<file path="config.mk">
export PLATFORM = sky130hd
export DESIGN_NAME = score_uart_tx
export DESIGN_NICKNAME = d
export VERILOG_FILES = /design/src/rtl/score_uart_tx.sv
export SDC_FILE = /design/constraint.sdc
export NUM_CORES = 1
export LEC_CHECK = 0
export BUFFER_PORTS_ARGS = -buffer_cell sky130_fd_sc_hd__buf_2
export CAP_MARGIN = 30
export CORE_MARGIN = 3
export CORE_UTILIZATION = 40
export CTS_CLUSTER_SIZE = 28
export DETAILED_ROUTE_END_ITERATION = 10
export SYNTH_ARGS = -nofsm -noshare
export SYNTH_HDL_FRONTEND = slang
export SYNTH_SLANG_ARGS = --single-unit
</file>
<file path="constraint.sdc">
create_clock -name hz100 -period 2.2 [get_ports hz100]
set_input_delay 0.55 -clock hz100 [delete_from_list [all_inputs] [get_ports hz100]]
set_output_delay 0.55 -clock hz100 [all_outputs]
set_load 0.1 [all_outputs]
</file>
<file path="src/rtl/score_uart_tx.sv">
// score_uart_tx: snapshots score/gameover on change, converts the score to three ASCII
// decimal digits and sends "S:ddd?\r\n" over txdata/txclk. Optional heartbeat: TX_HEARTBEAT_EN.
module score_uart_tx #(
    parameter int HEARTBEAT_TICKS = 5
) (
    input  logic       hz100,
    input  logic       reset,
    input  logic [7:0] score,
    input  logic       gameover,
    input  logic       onehuzz,
    input  logic       txready,
    output logic [7:0] txdata,
    output logic       txclk,
    output logic       busy
);
    typedef enum logic [1:0] {IDLE, CONVERT, SEND, GAP} state_t;
    state_t state, state_next;

    logic [7:0] last_score;
    logic       last_go;
    logic [7:0] rem;
    logic [1:0] h;
    logic [3:0] t;
    logic [3:0] ones;
    logic [2:0] idx;
    logic       hb_pend;
    logic       event_hit;
    logic       rem_ge100;
    logic       rem_ge10;
    logic       load_snap;
    logic       step_h;
    logic       step_t;
    logic       finish_conv;
    logic       emit;
    logic       advance;

    function automatic logic [7:0] ascii_digit(input logic [3:0] d);
        return 8'h30 + {4'd0, d};
    endfunction

    function automatic logic [7:0] msg_byte(input logic [2:0] i, input logic [1:0] hd,
                                            input logic [3:0] td, input logic [3:0] od,
                                            input logic go);
        logic [7:0] b;
        case (i)
            3'd0:    b = 8'h53;
            3'd1:    b = 8'h3A;
            3'd2:    b = ascii_digit({2'b00, hd});
            3'd3:    b = ascii_digit(td);
            3'd4:    b = ascii_digit(od);
            3'd5:    b = go ? 8'h21 : 8'h20;
            3'd6:    b = 8'h0D;
            default: b = 8'h0A;
        endcase
        return b;
    endfunction

    assign rem_ge100 = (rem >= 8'd100);
    assign rem_ge10  = (rem >= 8'd10);
    assign event_hit = (score != last_score) || (gameover != last_go) || hb_pend;

`ifdef TX_HEARTBEAT_EN
    localparam int CNT_W = (HEARTBEAT_TICKS > 1) ? $clog2(HEARTBEAT_TICKS) : 1;
    logic [CNT_W-1:0] hb_cnt;

    // Ticks keep counting mid-message; the pending flag waits for the next IDLE.
    always_ff @(posedge hz100) begin
        if (reset) begin
            hb_cnt  <= '0;
            hb_pend <= 1'b0;
        end else begin
            if (load_snap)
                hb_pend <= 1'b0;
            if (onehuzz) begin
                if (hb_cnt == CNT_W'(HEARTBEAT_TICKS - 1)) begin
                    hb_cnt  <= '0;
                    hb_pend <= 1'b1;
                end else begin
                    hb_cnt <= hb_cnt + 1'b1;
                end
            end
        end
    end
`else
    logic unused_onehuzz;
    assign unused_onehuzz = onehuzz;
    assign hb_pend        = 1'b0;
`endif

    always_ff @(posedge hz100) begin
        if (reset)
            state <= IDLE;
        else
            state <= state_next;
    end

    always_comb begin
        state_next = state;
        unique case (state)
            IDLE:    if (event_hit) state_next = CONVERT;
            CONVERT: if (!rem_ge100 && !rem_ge10) state_next = SEND;
            SEND:    if (txready) state_next = GAP;
            GAP:     state_next = (idx == 3'd7) ? IDLE : SEND;
            default: state_next = IDLE;
        endcase
    end

    always_comb begin
        busy        = 1'b0;
        load_snap   = 1'b0;
        step_h      = 1'b0;
        step_t      = 1'b0;
        finish_conv = 1'b0;
        emit        = 1'b0;
        advance     = 1'b0;
        unique case (state)
            IDLE:    load_snap = event_hit;
            CONVERT: begin
                busy        = 1'b1;
                step_h      = rem_ge100;
                step_t      = !rem_ge100 && rem_ge10;
                finish_conv = !rem_ge100 && !rem_ge10;
            end
            SEND: begin
                busy = 1'b1;
                emit = txready;
            end
            GAP: begin
                busy    = 1'b1;
                advance = (idx != 3'd7);
            end
            default: busy = 1'b0;
        endcase
    end

    // Snapshot and transmit registers; txdata holds until the next strobe.
    always_ff @(posedge hz100) begin
        if (reset) begin
            last_score <= 8'd0;
            last_go    <= 1'b0;
            txdata     <= 8'h00;
            txclk      <= 1'b0;
        end else begin
            txclk <= emit;
            if (load_snap) begin
                last_score <= score;
                last_go    <= gameover;
            end
            if (emit)
                txdata <= msg_byte(idx, h, t, ones, last_go);
        end
    end

    // Subtract-based binary to decimal: one hundreds or tens step per cycle.
    always_ff @(posedge hz100) begin
        if (load_snap) begin
            rem <= score;
            h   <= 2'd0;
            t   <= 4'd0;
        end else if (step_h) begin
            rem <= rem - 8'd100;
            h   <= h + 2'd1;
        end else if (step_t) begin
            rem <= rem - 8'd10;
            t   <= t + 4'd1;
        end
        if (finish_conv) begin
            ones <= rem[3:0];
            idx  <= 3'd0;
        end else if (advance) begin
            idx <= idx + 3'd1;
        end
    end

endmodule

</file>
==> reports/qor.yml <==
outcome: "finished, final reports clean"
ys_ff_latch: 40
place_area_um2: 2350
antenna_cells: 0
antenna_left: 0
synthAdderAreaFrac_pct: 6.83
start_util_pct: 42.2
clk_path_buf_depth: 2
layout-drive-gt1-share_pct: 19.0
p_per_area_nw_per_um2: 1160
final_cells: 323
critPathKind: "reg2reg"
core_um2: 5200
drc: 0
cts.sinks: 40
synth_flop_cell: "dfxtp_1"
final_common_cell: "dfxtp_1"
slowest_stage: "edfxtp_1"
critPathRequiredTime_ns: 2.23
grt_pass1_wl_um: 7280
layout_common_cells: "28 x dfxtp_1, 27 x nor2_1, 25 x nand2_1"
synth_cells: 232
num_vias: 1589
async_flop_share_pct: 0
cts_made_buffers: 5
ys_seq_area_share_pct: 41.9
period_minus_slack_ns: 2.04
path_clk_slew_ns: 0.08
clock_latency_ns: 0.29
synth_compound_area_share_pct: 15.0
drtIter0Drc: 34
portBuffers: 20
antenna_found_initial: 0
setup_violations: 0
synth_mux_area_share_pct: 3.70
synth-xor-area-share_pct: 7.18
cp-start-kind: "flop"
p_leak_nw: 1.03
synth_edf_count: 12
max-cap-violations: 0
num_rows: 26
wl_per_cell_um: 13.0
finalCritPeriodShare_pct: 92.9
place_hpwl_um: 3230
setup_ws_ns: 0.157
crit_chain: "inv_1 > ha_1 > nand2b_4 > o311a_4 > mux2i_1 > xor2_1 > o21ai_0"
syn_to_final_growth_pct: 11.3
syn_nets: 257
first_global_vias: 1580
grt_usage_pct: 14.6
fillCellCount: 539
yosysUniqueCellTypes: 52
htreeDepth: 2
first_pass_iters: 4
netlist_area_um2: 2200
viasPerCell: 4.92
dpl_worst_slack_ns: 0.0689
cp_max_fo: 11
grt_overflow: 0
synth_top_family_by_area: "simple AND/OR/NAND/NOR gates"
io_pins: 23
synth-warning-count: 0
die_h_um: 80.1
cts_resized: 0
crit_arrival_ns: 2.08
fmax_mhz: 489
crit_family: "compound AO/OA/AOI/OAI gates"
hold_viol: 0
ir_drop_mv: 0.437
dp.cells: 315
die_w_um: 80.1
hold_class: "reg2reg"
stdcell_area_um2: 2440
avgSynthCellArea_um2: 9.47
cp-end-kind: "flop"
postCtsSetupBuffers: 0
root_buffer: "clkbuf_8"
gp_congestion: 0.836
clock_skew_ns: 0.00819
drt-total-wl_um: 4190
tritoncts: "done"
tns_ns: 0
slew_violations: 0
yosys.area_share.simple_pct: 20.5
dieArea_um2: 6420
grt_max_degree: 20
cts_hold_buf: 0
worst-path-buf-inv: 1
power_mw: 2.85
critPathMaxStageDelay_ns: 0.45
fin_nets: 277
grt_setup_unrepaired: "false"
## stage by stage
stage	hold slack (ns)	utilization (%)
after floorplan	0.448	-
after global placement	0.443	45.2
after detailed placement	0.445	45.2
after CTS	0.456	47.0
after global routing	0.476	47.0
final	0.453	47.0
## worst min-delay path: stages (launching register included)
cell     delay, ns
dfxtp_1       0.31
nand2_1       0.05
a21oi_1       0.05
## synth_stat cells (3+ instances only)
master    instances  area [um2]
nor2_1           27         101
a211oi_1          3        22.5
nand2_1          25        93.8
edfxtp_1         12         360
o21ai_0           7        35.0
a22oi_1           3        22.5
ha_1             12         150
nor3_1            8        40.0
nor2b_1           6        37.5
xnor2_1           3        26.3
nor4_1            5        31.3
xor2_1           15         131
clkbuf_1          5        18.8
inv_1             8        30.0
mux2i_1           7        70.1
dfxtp_1          28         561
a21oi_1          14        70.1
## cells by family after synthesis
| group | after synthesis |
|---|---|
| DFF | 40 |
| AOI/OAI and AO/OA | 44 |
| muxes | 8 |
| other | 1 |
| and+or+nand+nor | 88 |
| xor gates and xnor gates | 18 |
| adders and majority gates | 12 |
| buffers and inverters | 21 |
## power by group
group	internal [mW]	switching, mW	total (mW)
sequential	0.954	0.187	1.14
clock	0.250	0.248	0.498
combinational	0.511	0.697	1.21
total	1.72	1.13	2.85
## flip-flops by register name, summed over array words and instances (netlist names)
register    flops
h               2
idx             3
last_go         1
last_score      8
ones            4
rem             8
state           2
t               4
txclk           1
txdata          7
## layout make-up
cell class	instances	area, um2	share of cell area [%]
clock inverters	2	10.0	0.409
clock buffers	6	82.6	3.38
inverters	9	33.8	1.38
repair buffers	25	138	5.63
multi-input cells	171	1170	48.0
well taps	70	87.6	3.58
flip-flops and latches	40	921	37.7
## layer usage
metal	global-route usage (%)	vias up	part of all wire, %
li1	-	841	-
met1	18.7	722	48
met2	24.7	21	48
met3	3.03	5	3.0
met4	4.05	0	1.1
met5	0	-	0
## path summary, 6_finish.rpt
path             start        end  slack (ns)  depth (start not counted)
max             rem[2]     rem[4]        0.16                          7
min          txdata[6]  txdata[6]        0.45                          2
max reg2reg     rem[2]     rem[4]        0.16                          7
min reg2reg  txdata[6]  txdata[6]        0.45                          2
Note: power is estimated with default switching activity, not from simulation.
